File: src/rtl/unified_memory_arbiter_pkg.sv
`default_nettype none
// ============================================================================
// Module      : unified_memory_arbiter_pkg
// Description : Shared types for the unified instruction/data memory arbiter.
// Revision    : 1.0 - initial release
// ============================================================================
package unified_memory_arbiter_pkg;

  // Transaction phases of the shared memory port
  typedef enum logic [1:0] {
    IDLE  = 2'd0,
    ISSUE = 2'd1,
    WAIT  = 2'd2,
    RESP  = 2'd3
  } arb_state_t;

  // Requester identity; instruction fetch is requester 0
  typedef enum logic {
    REQ_IF = 1'b0,
    REQ_DM = 1'b1
  } requester_t;

  // The requester that did not win last time
  function automatic requester_t other_requester(requester_t r);
    return (r == REQ_IF) ? REQ_DM : REQ_IF;
  endfunction

endpackage
`default_nettype wire

File: src/rtl/unified_memory_arbiter_if.sv
`default_nettype none
// ============================================================================
// Module      : unified_memory_arbiter_if
// Description : Fetch, data and memory channels of the unified arbiter.
// Revision    : 1.0 - initial release
// ============================================================================
interface unified_memory_arbiter_if #(
  parameter int AddrSize   = 32,
  parameter int DataSize   = 32,
  parameter int ByteEnSize = DataSize / 8
);
  // Instruction fetch port
  logic                  if_req_valid;
  logic                  if_req_ready;
  logic [AddrSize-1:0]   if_addr;
  logic                  if_resp_valid;
  logic [DataSize-1:0]   if_resp_rdata;
  // Data port
  logic                  dm_req_valid;
  logic                  dm_req_ready;
  logic                  dm_we;
  logic [ByteEnSize-1:0] dm_be;
  logic [AddrSize-1:0]   dm_addr;
  logic [DataSize-1:0]   dm_wdata;
  logic                  dm_resp_valid;
  logic [DataSize-1:0]   dm_resp_rdata;
  // Shared memory port
  logic                  mem_req;
  logic                  mem_we;
  logic [ByteEnSize-1:0] mem_be;
  logic [AddrSize-1:0]   mem_addr;
  logic [DataSize-1:0]   mem_wdata;
  logic                  mem_rvalid;
  logic [DataSize-1:0]   mem_rdata;

  // Arbiter side
  modport slave (
    input  if_req_valid, if_addr,
    input  dm_req_valid, dm_we, dm_be, dm_addr, dm_wdata,
    input  mem_rvalid, mem_rdata,
    output if_req_ready, if_resp_valid, if_resp_rdata,
    output dm_req_ready, dm_resp_valid, dm_resp_rdata,
    output mem_req, mem_we, mem_be, mem_addr, mem_wdata
  );

  // Core and memory side
  modport master (
    output if_req_valid, if_addr,
    output dm_req_valid, dm_we, dm_be, dm_addr, dm_wdata,
    output mem_rvalid, mem_rdata,
    input  if_req_ready, if_resp_valid, if_resp_rdata,
    input  dm_req_ready, dm_resp_valid, dm_resp_rdata,
    input  mem_req, mem_we, mem_be, mem_addr, mem_wdata
  );
endinterface
`default_nettype wire

File: src/rtl/unified_memory_arbiter_rr_arbiter2.sv
`default_nettype none
// ============================================================================
// Module      : unified_memory_arbiter_rr_arbiter2
// Description : Two-way round-robin grant with last-winner memory.
// Revision    : 1.0 - initial release
// ============================================================================
module unified_memory_arbiter_rr_arbiter2
  import unified_memory_arbiter_pkg::*;
(
  input  logic       clk,
  input  logic       rst,
  input  logic [1:0] req,
  input  logic       accept,
  output logic [1:0] grant,
  output requester_t grant_idx
);

  requester_t last_grant;

  // Lone requester wins outright; on contention the previous loser wins
  always_comb begin
    grant_idx = REQ_IF;
    if (req == 2'b11) begin
      grant_idx = other_requester(last_grant);
    end else if (req[1]) begin
      grant_idx = REQ_DM;
    end
    grant = 2'b00;
    if (req != 2'b00) begin
      grant = (grant_idx == REQ_DM) ? 2'b10 : 2'b01;
    end
  end

  // Remember the winner; reset favours fetch on the first contention
  always_ff @(posedge clk) begin
    if (rst) begin
      last_grant <= REQ_DM;
    end else if (accept) begin
      last_grant <= grant_idx;
    end
  end

endmodule
`default_nettype wire

File: src/rtl/unified_memory_arbiter.sv
`default_nettype none
// ============================================================================
// Module      : unified_memory_arbiter
// Description : Shares one variable-latency memory between fetch and data
//               ports with round-robin arbitration, one transaction in flight.
// Revision    : 1.0 - initial release
// ============================================================================
module unified_memory_arbiter
  import unified_memory_arbiter_pkg::*;
#(
  parameter int AddrSize   = 32,
  parameter int DataSize   = 32,
  parameter int ByteEnSize = DataSize / 8
) (
  input  logic                     clk,
  input  logic                     rst,
  unified_memory_arbiter_if.slave  bus,
  output logic                     err_spurious
);

  arb_state_t            state;
  arb_state_t            state_next;
  requester_t            owner;
  requester_t            grant_idx;
  logic [1:0]            req;
  logic [1:0]            grant;
  logic                  accept;
  logic [AddrSize-1:0]   addr_q;
  logic                  we_q;
  logic [ByteEnSize-1:0] be_q;
  logic [DataSize-1:0]   wdata_q;
  logic [DataSize-1:0]   if_rdata_q;
  logic [DataSize-1:0]   dm_rdata_q;
  logic                  err_q;
  logic                  if_ready;
  logic                  dm_ready;
  logic                  if_rvalid;
  logic                  dm_rvalid;
  logic                  mem_strobe;

  assign req    = {bus.dm_req_valid, bus.if_req_valid};
  assign accept = (state == IDLE) && (req != 2'b00);

  unified_memory_arbiter_rr_arbiter2 u_rr_arbiter2 (
    .clk       (clk),
    .rst       (rst),
    .req       (req),
    .accept    (accept),
    .grant     (grant),
    .grant_idx (grant_idx)
  );

  // State register
  always_ff @(posedge clk) begin
    if (rst) begin
      state <= IDLE;
    end else begin
      state <= state_next;
    end
  end

  // Next state plus the handshake and strobe outputs of each phase
  always_comb begin
    state_next = state;
    if_ready   = 1'b0;
    dm_ready   = 1'b0;
    mem_strobe = 1'b0;
    if_rvalid  = 1'b0;
    dm_rvalid  = 1'b0;
    case (state)
      IDLE: begin
        if (accept) begin
          if_ready   = grant[0];
          dm_ready   = grant[1];
          state_next = ISSUE;
        end
      end
      ISSUE: begin
        mem_strobe = 1'b1;
        state_next = WAIT;
      end
      WAIT: begin
        if (bus.mem_rvalid) begin
          state_next = RESP;
        end
      end
      RESP: begin
        if_rvalid  = (owner == REQ_IF);
        dm_rvalid  = (owner == REQ_DM);
        state_next = IDLE;
      end
      default: state_next = IDLE;
    endcase
  end

  // Latch the winning request; fetches are always full-word reads
  always_ff @(posedge clk) begin
    if (rst) begin
      owner   <= REQ_IF;
      addr_q  <= '0;
      we_q    <= 1'b0;
      be_q    <= '0;
      wdata_q <= '0;
    end else if (accept) begin
      owner <= grant_idx;
      if (grant_idx == REQ_IF) begin
        addr_q  <= bus.if_addr;
        we_q    <= 1'b0;
        be_q    <= '1;
        wdata_q <= '0;
      end else begin
        addr_q  <= bus.dm_addr;
        we_q    <= bus.dm_we;
        be_q    <= bus.dm_be;
        wdata_q <= bus.dm_wdata;
      end
    end
  end

  // Capture completion data for the owner only; stores report zero
  always_ff @(posedge clk) begin
    if (rst) begin
      if_rdata_q <= '0;
      dm_rdata_q <= '0;
    end else if ((state == WAIT) && bus.mem_rvalid) begin
      if (owner == REQ_IF) begin
        if_rdata_q <= we_q ? '0 : bus.mem_rdata;
      end else begin
        dm_rdata_q <= we_q ? '0 : bus.mem_rdata;
      end
    end
  end

  // Sticky flag for completions that arrive with nothing outstanding
  always_ff @(posedge clk) begin
    if (rst) begin
      err_q <= 1'b0;
    end else if (bus.mem_rvalid && (state != WAIT)) begin
      err_q <= 1'b1;
    end
  end

  assign bus.if_req_ready  = if_ready;
  assign bus.dm_req_ready  = dm_ready;
  assign bus.if_resp_valid = if_rvalid;
  assign bus.dm_resp_valid = dm_rvalid;
  assign bus.if_resp_rdata = if_rdata_q;
  assign bus.dm_resp_rdata = dm_rdata_q;
  assign bus.mem_req       = mem_strobe;
  assign bus.mem_we        = we_q;
  assign bus.mem_be        = be_q;
  assign bus.mem_addr      = addr_q;
  assign bus.mem_wdata     = wdata_q;
  assign err_spurious      = err_q;

endmodule
`default_nettype wire

File: src/flat_wrapper.sv
// flat-port wrapper written by rule: the top's interface ports become plain ports
module unified_memory_arbiter_flat import unified_memory_arbiter_pkg::*;
#(
  parameter int AddrSize   = 32,
  parameter int DataSize   = 32,
  parameter int ByteEnSize = DataSize / 8
)
  (clk, rst, err_spurious, bus_if_req_valid, bus_if_addr, bus_dm_req_valid, bus_dm_we, bus_dm_be, bus_dm_addr, bus_dm_wdata, bus_mem_rvalid, bus_mem_rdata, bus_if_req_ready, bus_if_resp_valid, bus_if_resp_rdata, bus_dm_req_ready, bus_dm_resp_valid, bus_dm_resp_rdata, bus_mem_req, bus_mem_we, bus_mem_be, bus_mem_addr, bus_mem_wdata);
  unified_memory_arbiter_if #(.AddrSize(AddrSize), .DataSize(DataSize), .ByteEnSize(ByteEnSize)) bus_i ();
  input  logic clk;
  input  logic rst;
  output logic err_spurious;
  input wire logic [$bits(bus_i.if_req_valid)-1:0] bus_if_req_valid;
  input wire logic [$bits(bus_i.if_addr)-1:0] bus_if_addr;
  input wire logic [$bits(bus_i.dm_req_valid)-1:0] bus_dm_req_valid;
  input wire logic [$bits(bus_i.dm_we)-1:0] bus_dm_we;
  input wire logic [$bits(bus_i.dm_be)-1:0] bus_dm_be;
  input wire logic [$bits(bus_i.dm_addr)-1:0] bus_dm_addr;
  input wire logic [$bits(bus_i.dm_wdata)-1:0] bus_dm_wdata;
  input wire logic [$bits(bus_i.mem_rvalid)-1:0] bus_mem_rvalid;
  input wire logic [$bits(bus_i.mem_rdata)-1:0] bus_mem_rdata;
  output wire logic [$bits(bus_i.if_req_ready)-1:0] bus_if_req_ready;
  output wire logic [$bits(bus_i.if_resp_valid)-1:0] bus_if_resp_valid;
  output wire logic [$bits(bus_i.if_resp_rdata)-1:0] bus_if_resp_rdata;
  output wire logic [$bits(bus_i.dm_req_ready)-1:0] bus_dm_req_ready;
  output wire logic [$bits(bus_i.dm_resp_valid)-1:0] bus_dm_resp_valid;
  output wire logic [$bits(bus_i.dm_resp_rdata)-1:0] bus_dm_resp_rdata;
  output wire logic [$bits(bus_i.mem_req)-1:0] bus_mem_req;
  output wire logic [$bits(bus_i.mem_we)-1:0] bus_mem_we;
  output wire logic [$bits(bus_i.mem_be)-1:0] bus_mem_be;
  output wire logic [$bits(bus_i.mem_addr)-1:0] bus_mem_addr;
  output wire logic [$bits(bus_i.mem_wdata)-1:0] bus_mem_wdata;
  assign bus_i.if_req_valid = bus_if_req_valid;
  assign bus_i.if_addr = bus_if_addr;
  assign bus_i.dm_req_valid = bus_dm_req_valid;
  assign bus_i.dm_we = bus_dm_we;
  assign bus_i.dm_be = bus_dm_be;
  assign bus_i.dm_addr = bus_dm_addr;
  assign bus_i.dm_wdata = bus_dm_wdata;
  assign bus_i.mem_rvalid = bus_mem_rvalid;
  assign bus_i.mem_rdata = bus_mem_rdata;
  assign bus_if_req_ready = bus_i.if_req_ready;
  assign bus_if_resp_valid = bus_i.if_resp_valid;
  assign bus_if_resp_rdata = bus_i.if_resp_rdata;
  assign bus_dm_req_ready = bus_i.dm_req_ready;
  assign bus_dm_resp_valid = bus_i.dm_resp_valid;
  assign bus_dm_resp_rdata = bus_i.dm_resp_rdata;
  assign bus_mem_req = bus_i.mem_req;
  assign bus_mem_we = bus_i.mem_we;
  assign bus_mem_be = bus_i.mem_be;
  assign bus_mem_addr = bus_i.mem_addr;
  assign bus_mem_wdata = bus_i.mem_wdata;
  unified_memory_arbiter #(.AddrSize(AddrSize), .DataSize(DataSize), .ByteEnSize(ByteEnSize)) u_core (.clk(clk), .rst(rst), .bus(bus_i), .err_spurious(err_spurious));
endmodule
File: config.mk
export PLATFORM = sky130hd
export DESIGN_NAME = unified_memory_arbiter_flat
export DESIGN_NICKNAME = d
export VERILOG_FILES = /design/src/rtl/unified_memory_arbiter_pkg.sv /design/src/rtl/unified_memory_arbiter_if.sv /design/src/rtl/unified_memory_arbiter_rr_arbiter2.sv /design/src/rtl/unified_memory_arbiter.sv /design/src/flat_wrapper.sv
export SDC_FILE = /design/constraint.sdc
export NUM_CORES = 1
export LEC_CHECK = 0
export ABC_AREA = 1
export BUFFER_PORTS_ARGS = -buffer_cell sky130_fd_sc_hd__buf_2
export CAP_MARGIN = 20
export CORE_AREA = 2 2 164 166
export DETAILED_ROUTE_END_ITERATION = 8
export DIE_AREA = 0 0 166 168
export PLACE_DENSITY_LB_ADDON = 0.08
export RECOVER_POWER = 100
export SYNTH_ARGS = -nofsm -noshare
export SYNTH_HDL_FRONTEND = slang
export SYNTH_HIERARCHICAL = 1
export SYNTH_SLANG_ARGS = --single-unit
File: constraint.sdc
create_clock -name clk -period 3.6 [get_ports clk]
set_input_delay 0.9 -clock clk [delete_from_list [all_inputs] [get_ports clk]]
set_output_delay 0.9 -clock clk [all_outputs]
set_load 0.01 [all_outputs]
==> run_results.csv, run 1 <==
group,metric,value,unit
status,status,"finished, violations left",
status,violations,"max-capacitance violations, max-slew violations",
logic_synthesis,async_flop_share,0,%
grt,use_met1,18.7,%
critical_path,endpoint_kind,"flip-flop",
clock_network,root_buffer,"clkbuf_16",
min_path,hold_depth,2,
die,core_area,26400,µm²
die,fp.dieArea,27900,µm²
logic_synthesis,syn-cell-area,6430,µm²
logic_synthesis,synthFlopType,"dfxtp_1",
critical_path,crit_arrival,3110,ps
route,first_pass_iters,6,
placement,globalplace.congestion,0.740,
placement,port_buffers,276,
logic_synthesis,yosysSeqAreaShare,43.0,%
grt,use_met3,5.92,%
power_and_ir_drop,power.density,644,nW/µm²
cells_and_area,instances_no_fill,1612,
min_path,hp-class,"reg2reg",
logic_synthesis,ys_ff_latch,138,
sta,min_period,2800,ps
sta,fin_crit_sh,77.8,%
die,start_util,24.4,%
sta,fin_tns_setup,0,ps
die,die_y,168,µm
placement,dp_hpwl,13700,µm
grt,antenna_found_initial,3,
die,ios,277,
clock_network,htree_num_levels,4,
grt,gr-total-overflow,0,
route,routed_wl,20400,µm
sta,final_hold_viol_count,0,
critical_path,crit_path_max_fanout,55,
die,die-width,166,µm
logic_synthesis,syn_inst,1012,
grt,grt_max_degree,65,
grt,use_met2,22.0,%
clock_network,cts_buffer_depth,2,
critical_path,critPathLaunchType,"input port",
logic_synthesis,synthesis.nets,1155,
route,vias,6417,
sta,drv_slew,75,
flow_run,maxCapViolCount,2,
cells_and_area,area_growth,30.1,%
cells_and_area,final_common_cell,"nand2_1",
die,rows,60,
power_and_ir_drop,p_leak,0.00432,µW
clock_network,ctsHoldBuffers,0,
route,wire_per_inst,12.7,µm
logic_synthesis,synth_warnings,6,
clock_network,clk_pin_slew,60,ps
clock_network,cts_setup_buffers,0,
sta,tightestPinTransition,1930,ps
clock_network,cts_tree,"built",
sta,max_freq,357,MHz
sta,rsz0062_at_grt,"no",
cells_and_area,fillCellCount,3076,
clock_network,insertion_delay,420,ps
sta,maxSlewHeadroom,-28.7,%
grt,grt-busiest-layer,"met2",
power_and_ir_drop,ir_drop,0.000325,V
logic_synthesis,synth_edf_count,0,
grt,track_usage,14.3,%
grt,grt_pass1_vias,5993,
clock_network,cts_sinks,138,
route,drtIter0Drc,328,
logic_synthesis,yosysUniqueCellTypes,20,
sta,finClkSkew,11.1,ps
cells_and_area,nets,1400,
route,vias_per_cell,3.98,
clock_network,cts_buffers,17,
clock_network,ctsResizeCount,0,
sta,setup_viol,0,
route,ant_nets,0,
critical_path,critical_path_class,"in2reg",
critical_path,r2r_cells,6,
cells_and_area,final_cell_mix,"nand2_1 (246), nor2_1 (237), inv_1 (179)",
cells_and_area,drive_gt1_share,14.3,%
route,route.detailed.drc,0,
placement,place_inst,1579,
critical_path,critical_path_required,3910,ps
grt,grt_pass1_wl,31900,µm
logic_synthesis,avgSynthCellArea,6.35,µm²
==> critical path, cell delays in order <==
cell and delay [ps]:
clkbuf_1 110, nand2_1 120, and2_0 690, clkbuf_2 810
o21ai_0 260, nor2_1 140, nor2_1 70
==> layer usage <==
layer	part of all wire, %	up-vias
met4	0.63	2
met1	48	2757
met2	43	187
met3	8.0	10
li1	-	3461
met5	0.064	-
==> kinds of logic (layout without fill, tap and decap cells) <==
| kind of cell | after synthesis | in the layout | share of synthesized area, % |
|---|---|---|---|
| compound gates | 103 | 103 | 8.02 |
| buf+inv | 241 | 499 | 16.0 |
| other cells | 0 | 1 | 0 |
| simple gates | 525 | 525 | 32.0 |
| fa+ha+maj | 5 | 5 | 0.973 |
| flops | 138 | 138 | 43.0 |
==> Yosys cell counts, types with 3 or more instances <==
cell	instances	area share, %
inv_1	178	10
nor2_1	237	14
buf_4	6	0.70
clkbuf_1	17	0.99
nand2_1	246	14
buf_2	21	1.6
inv_2	4	0.23
buf_6	10	1.8
o21ai_0	62	4.8
dfxtp_1	138	43
nand3_1	36	2.8
ha_1	5	0.97
a21oi_1	39	3.0
buf_1	3	0.18
==> registers in the layout (all words and copies together) (netlist names) <==
register	count
u_core/err_spurious	1
u_core/bus.mem_we	1
u_core/bus.mem_be	4
u_core/u_rr_arbiter2/last_grant	1
u_core/owner	1
u_core/state	2
u_core/bus.dm_resp_rdata	32
u_core/bus.mem_addr	32
u_core/bus.if_resp_rdata	32
u_core/bus.mem_wdata	32
==> path summary, 6_finish.rpt <==
path	endpoint	slack, ps	from
worst max register to register	u_core/bus.mem_be[2]	810	u_core/state[1]
worst min register to register	u_core/bus.mem_wdata[7]	460	u_core/bus.mem_wdata[7]
worst min-delay path	u_core/bus.mem_wdata[7]	460	u_core/bus.mem_wdata[7]
worst max-delay path	u_core/bus.mem_addr[20]	800	bus_if_req_valid
==> area by class of cell <==
type	count	area, µm²	area share, %
clock buffer	20	457	5.46
inverter	182	684	8.18
multi-input combinational	633	2630	31.5
antenna	1	2.50	0.0299
tap	341	427	5.10
sequential	138	2760	33.0
clock inverter	12	129	1.54
timing repair buffer	285	1270	15.2
==> report_power, final <==
part	total (µW)	internal [µW]	switching, µW
Sequential	1960	1810	146
Clock	1770	1010	753
Combinational	1660	528	1140
==> stage by stage <==
step	hold WS, ps	utilization, %	total power (µW)	setup WS (ps)	area (µm²)
final	461	31.8	5390	798	8370
after global routing	476	31.7	5820	479	8360
after CTS	461	32.5	5580	894	8560
after detailed placement	452	30.3	3770	972	7980
after global placement	449	30.3	3770	948	7980
after floorplan	426	-	3180	1150	6430
No activity file was read; power rests on OpenSTA's default activity.
==> inputs of run 2 (changes only) <==
--- a/config.mk
+++ b/config.mk
@@ -5,12 +5,12 @@
 export SDC_FILE = /design/constraint.sdc
 export NUM_CORES = 1
 export LEC_CHECK = 0
-export ABC_AREA = 1
+export ABC_AREA = 0
 export BUFFER_PORTS_ARGS = -buffer_cell sky130_fd_sc_hd__buf_2
 export CAP_MARGIN = 20
-export CORE_AREA = 2 2 164 166
+export CORE_AREA = 2 2 154 156
 export DETAILED_ROUTE_END_ITERATION = 8
-export DIE_AREA = 0 0 166 168
+export DIE_AREA = 0 0 156 158
 export PLACE_DENSITY_LB_ADDON = 0.08
 export RECOVER_POWER = 100
 export SYNTH_ARGS = -nofsm -noshare
==> constraint.sdc (replaced) <==
create_clock -name clk -period 2.73 [get_ports clk]
set_input_delay 0.6825 -clock clk [delete_from_list [all_inputs] [get_ports clk]]
set_output_delay 0.6825 -clock clk [all_outputs]
set_load 0.01 [all_outputs]
==> run 2 against run 1 <==
The flow now finishes without violations. Non-clock buffer count up 6. Critical path depth down 2. Worst hold slack worse by 10 ps. Global-route usage up 0.86 points. Via count down 17%. Total power up 24%. Die area down 12%. Sequential power up 27%. Area after synthesis down 12%. Final cell count down 24%. First-iteration DRC count down 24%. Largest power group unchanged. Highest routed layer is now met4.
==> run_results.csv, run 2 <==
group,metric,value,unit
flow_run,maxCapViolCount,0,
cells_and_area,design_area,7630,µm²
critical_path,endpoint_kind,"flip-flop",
critical_path,crit_chain,"buf_2 -> a21boi_4 -> clkbuf_1 -> mux2i_1 -> a211oi_2",
die,rows,56,
die,core_area,23100,µm²
grt,grt_pass1_wl,29100,µm
logic_synthesis,yosysMostFrequentCell,"nand2_1",
route,drt-met1-wl,8510,µm
sta,setup_viol,0,
sta,rsz0062_at_grt,"no",
logic_synthesis,synth_top_area_share,48.6,%
route,drtIter0Drc,249,
die,start_util,24.7,%
sta,maxSlewHeadroom,3.63,%
critical_path,slowest_stage,"clkbuf_1",
clock_network,cts_setup_buffers,0,
clock_network,cts_sinks,138,
placement,dp_hpwl,12800,µm
logic_synthesis,yosysTopAreaCell,"dfxtp_1",
sta,final_hold_viol_count,0,
die,die-width,156,µm
logic_synthesis,syn-cell-area,5690,µm²
cells_and_area,nets,1059,
cells_and_area,drive_gt1_share,22.5,%
placement,dpl-instance-area,7340,µm²
clock_network,ctsHoldBuffers,0,
cells_and_area,final_cell_mix,"nand2_1 (163), clkbuf_1 (140), dfxtp_1 (138)",
sta,drv_slew,0,
logic_synthesis,synth_area_leaders,"dfxtp_1 (49%), nand2_1 (11%), a21oi_1 (8.8%), a211oi_2 (7.0%), mux2i_1 (5.8%)",
route,routed-wl-met2,8790,µm
sta,fin_tns_setup,0,ps
logic_synthesis,async_flop_share,0,%
route,routed_wl,18800,µm
logic_synthesis,synthTopCellsByCount,"nand2_1 (163), dfxtp_1 (138), a21oi_1 (100)",
logic_synthesis,yosysSeqAreaShare,48.6,%
route,first_pass_iters,4,
sta,finClkSkew,12.2,ps
logic_synthesis,avgSynthCellArea,8.60,µm²
clock_network,htree_num_levels,4,
die,ios,277,
logic_synthesis,ys_ff_latch,138,
route,vias_per_cell,4.37,
die,fp.dieArea,24600,µm²
clock_network,insertion_delay,420,ps
clock_network,clk_pin_slew,70,ps
cells_and_area,final_common_cell,"nand2_1",
power_and_ir_drop,fin_total_pwr,6660,µW
logic_synthesis,syn_inst,661,
sta,max_freq,425,MHz
logic_synthesis,yosysUniqueCellTypes,30,
clock_network,cts_buffer_depth,2,
power_and_ir_drop,power.density,873,nW/µm²
cells_and_area,regArea,2760,µm²
placement,port_buffers,276,
clock_network,root_buffer,"clkbuf_16",
clock_network,ctsResizeCount,0,
die,die_y,158,µm
placement,globalplace.congestion,0.764,
logic_synthesis,synth_edf_count,0,
critical_path,critical_path_required,2980,ps
sta,fin_crit_sh,86.2,%
power_and_ir_drop,p_leak,0.00288,µW
min_path,hp-class,"reg2reg",
logic_synthesis,synth_warnings,6,
critical_path,crit_path_max_fanout,20,
grt,grt_pass1_vias,5256,
grt,track_usage,15.1,%
clock_network,cts_tree,"built",
logic_synthesis,synthesis.nets,804,
status,status,"completed",
logic_synthesis,synthFlopType,"dfxtp_1",
grt,gr-total-overflow,0,
route,ant_nets,0,
sta,tightestPinTransition,1450,ps
cells_and_area,fillCellCount,2567,
route,vias,5332,
route,route.detailed.drc,0,
power_and_ir_drop,ir_drop,0.000454,V
grt,antenna_found_initial,1,
cells_and_area,area_growth,34.2,%
critical_path,critical_path_class,"in2reg",
cells_and_area,multi_input_area,2570,µm²
sta,min_period,2350,ps
critical_path,critPathLaunchType,"input port",
grt,grt_max_degree,95,
critical_path,cpPeakStageDelay,1080,ps
clock_network,cts_buffers,17,
route,wire_per_inst,15.4,µm
route,dr.max_layer_used,"met4",
route,dr_wl_met3,1220,µm
critical_path,crit_arrival,2610,ps
run 2: cell families after synthesis:
| group | count (synthesis) | share of synthesized area (%) |
|---|---|---|
| buffers and inverters | 60 | 5.63 |
| DFF | 138 | 48.6 |
| and+or+nand+nor | 286 | 22.0 |
| muxes | 33 | 5.81 |
| adders and majority gates | 5 | 1.10 |
| AOI/OAI and AO/OA | 139 | 16.9 |
run 2: path summary, 6_finish.rpt:
kind	from	endpoint	slack [ps]	depth (start not counted)
worst max-delay path	bus_dm_req_valid	u_core/bus.mem_addr[2]	380	5
worst min-delay path	u_core/bus.mem_wdata[13]	u_core/bus.mem_wdata[13]	450	2
worst max register to register	u_core/state[0]	u_core/u_rr_arbiter2/last_grant	400	7
worst min register to register	u_core/bus.mem_wdata[13]	u_core/bus.mem_wdata[13]	450	2
run 2: final cells by class:
class                           instances  share of cell area [%]
Antenna cell                            1                  0.0328
Clock buffer                           17                    5.58
Clock inverter                         15                    1.74
Inverter                                5                   0.279
Multi-Input combinational cell        463                    33.7
Sequential cell                       138                    36.2
Tap cell                              290                    4.76
Timing Repair Buffer                  291                    17.7
run 2: per-stage QoR:
step	std cells	worst slack, ps	utilization (%)	hold WS (ps)
after floorplan	661	668	-	476
after global placement	1187	646	31.8	437
after detailed placement	1187	648	31.8	440
after CTS	1219	348	34.2	452
after global routing	1220	143	33.1	471
final	1220	376	33.1	451
run 2: worst max-delay path: cells and delay by family:
kind,cells,cell delay [ps]
buffers and inverters,2,1220
muxes,1,350
AOI/OAI and AO/OA,2,340
run 2: metal layers:
layer	vias up	track usage [%]
met5	-	0
met4	0	5.02
met3	17	5.20
met2	165	24.7
met1	2430	18.8
li1	2720	-
run 2: report_power, final:
part	internal (µW)	switching [µW]	total [µW]
sequential	2330	166	2490
clock	1200	1020	2220
combinational	668	1280	1940
total	4190	2460	6660
==> inputs of run 3 (changes only) <==
--- a/config.mk
+++ b/config.mk
@@ -9,6 +9,7 @@
 export BUFFER_PORTS_ARGS = -buffer_cell sky130_fd_sc_hd__buf_2
 export CAP_MARGIN = 20
 export CORE_AREA = 2 2 154 156
+export CTS_BUF_LIST = sky130_fd_sc_hd__clkbuf_4 sky130_fd_sc_hd__clkbuf_8
 export DETAILED_ROUTE_END_ITERATION = 8
 export DIE_AREA = 0 0 156 158
 export PLACE_DENSITY_LB_ADDON = 0.08
==> run 3 against run 2 <==
Final cell count stayed put. Clock skew grew 8.5 ps. Combinational power barely moved. Final area is 2.3% lower. Clock power down 28%. First-iteration DRC count decreased by 8.4%. Critical path depth up 1. Worst hold slack improved by 3.7 ps. Non-clock buffer count unchanged.
==> run_results.csv, run 3 (synthesis results as in run 2) <==
group,metric,value,unit
sta,final_hold_viol_count,0,
grt,grt_pass1_vias,5225,
grt,gr-total-overflow,0,
critical_path,worst-path-buf-inv,3,
clock_network,htree_num_levels,4,
route,vias_per_cell,4.40,
die,fp.dieArea,24600,µm²
critical_path,r2r_cells,7,
critical_path,endpoint_kind,"output port",
die,ios,277,
power_and_ir_drop,pwr-share-clk,26.6,%
route,wire_per_inst,15.4,µm
min_path,hold_depth,2,
power_and_ir_drop,combPwrFrac,32.1,%
grt,track_usage,15.1,%
die,die_y,158,µm
route,ant_nets,0,
route,routed_wl,18700,µm
cells_and_area,multi_input_area,2580,µm²
die,rows,56,
placement,globalplace.congestion,0.764,
route,drtIter0Drc,228,
power_and_ir_drop,p_int,3650,µW
critical_path,crit_chain,"inv_1 -> ha_1 -> o21ai_1 -> inv_4 -> and2_1 -> clkbuf_1",
cells_and_area,final_common_cell,"nand2_1",
sta,fin_crit_sh,90.0,%
flow_run,maxCapViolCount,0,
critical_path,critical_path_class,"reg2out",
sta,fin_tns_setup,0,ps
sta,tightestPinTransition,1450,ps
status,status,"completed",
route,vias,5368,
sta,rsz0062_at_grt,"no",
power_and_ir_drop,power.density,809,nW/µm²
power_and_ir_drop,ir_drop,0.000448,V
sta,fin_ws,273,ps
sta,finClkSkew,20.7,ps
clock_network,cts_sinks,138,
sta,maxSlewHeadroom,3.47,%
clock_network,cts_setup_buffers,0,
clock_network,cts_buffers,17,
cells_and_area,final_cell_mix,"nand2_1 (163), clkbuf_1 (143), dfxtp_1 (138)",
cells_and_area,fillCellCount,2578,
clock_network,insertion_delay,450,ps
sta,drv_slew,0,
route,first_pass_iters,4,
clock_network,clk_pin_slew,90,ps
critical_path,cpPeakStageDelay,390,ps
die,die-width,156,µm
cells_and_area,final_util,32.3,%
critical_path,crit_arrival,1770,ps
critical_path,critPathTopFamily,"flip-flops",
cells_and_area,area_growth,31.1,%
clock_network,cts_buffer_depth,2,
sta,max_freq,407,MHz
cells_and_area,regArea,2760,µm²
power_and_ir_drop,p_leak,0.00279,µW
die,core_area,23100,µm²
critical_path,slowest_stage,"dfxtp_1",
critical_path,path_depth,6,
power_and_ir_drop,netSwitchingPower,2380,µW
clock_network,root_buffer,"clkbuf_8",
placement,place_inst,1187,
placement,port_buffers,276,
min_path,hp-class,"reg2reg",
sta,min_period,2460,ps
critical_path,critical_path_required,2050,ps
route,route.detailed.drc,0,
power_and_ir_drop,seqPwrFrac,41.3,%
cells_and_area,nets,1059,
grt,grt_max_degree,95,
die,start_util,24.7,%
sta,setup_viol,0,
clock_network,ctsHoldBuffers,0,
cells_and_area,instances_no_fill,1220,
cells_and_area,drive_gt1_share,22.5,%
grt,grt_pass1_wl,29000,µm
critical_path,crit_path_max_fanout,13,
power_and_ir_drop,switching_share,39.5,%
clock_network,cts_tree,"built",
placement,dp_hpwl,12800,µm
grt,antenna_found_initial,1,
sta,holdWs,455,ps
clock_network,ctsResizeCount,0,
critical_path,critPathLaunchType,"flip-flop",
placement,pre_cts_ws,648,ps
run 3: cell types whose count changed in the layout (fill, tap and decap cells not counted), sizes merged:
cell / change
clkbuf: +1
buf: -1
run 3: path summary, 6_finish.rpt:
kind	start	endpoint	slack (ps)
max	u_core/state[0]	bus_if_req_ready	270
min	u_core/bus.mem_wdata[13]	u_core/bus.mem_wdata[13]	450
max reg2reg	u_core/state[0]	u_core/u_rr_arbiter2/last_grant	390
min reg2reg	u_core/bus.mem_wdata[13]	u_core/bus.mem_wdata[13]	450
run 3: cell type report:
| type | instances | area share (%) |
|---|---|---|
| Multi-Input combinational cell | 463 | 34.6 |
| Antenna cell | 1 | 0.0336 |
| Timing Repair Buffer | 291 | 18.2 |
| Clock buffer | 17 | 3.14 |
| Clock inverter | 15 | 1.78 |
| Sequential cell | 138 | 37.1 |
| Tap cell | 290 | 4.87 |
| Inverter | 5 | 0.285 |
run 3: tightest hold or removal path, cell delays in order (launching register included):
cell and delay (ps):
dfxtp_1 320, nand2_1 50, a21oi_1 50
run 3: routing by layer:
metal | GRT usage [%] | wire (µm)
met1 | 18.8 | 8370
met5 | 0 | 0
met3 | 4.95 | 1270
met2 | 24.5 | 8750
met4 | 5.42 | 337
run 3: power by group through the flow:
stage                     Clock, µW  Sequential [µW]  Combinational [µW]
final                          1600             2490                1940
after global routing           1790             2530                2180
after CTS                      1700             2490                2140
after detailed placement          0             2530                2130
after global placement            0             2530                2140
after floorplan                   0             2660                1290
run 3: through the flow:
stage	power [µW]	area, µm²
3_3_place_gp	4670	7340
5_1_grt	6500	7450
4_1_cts	6320	7700
3_5_place_dp	4660	7340
6_report	6030	7450
2_1_floorplan	3960	5690
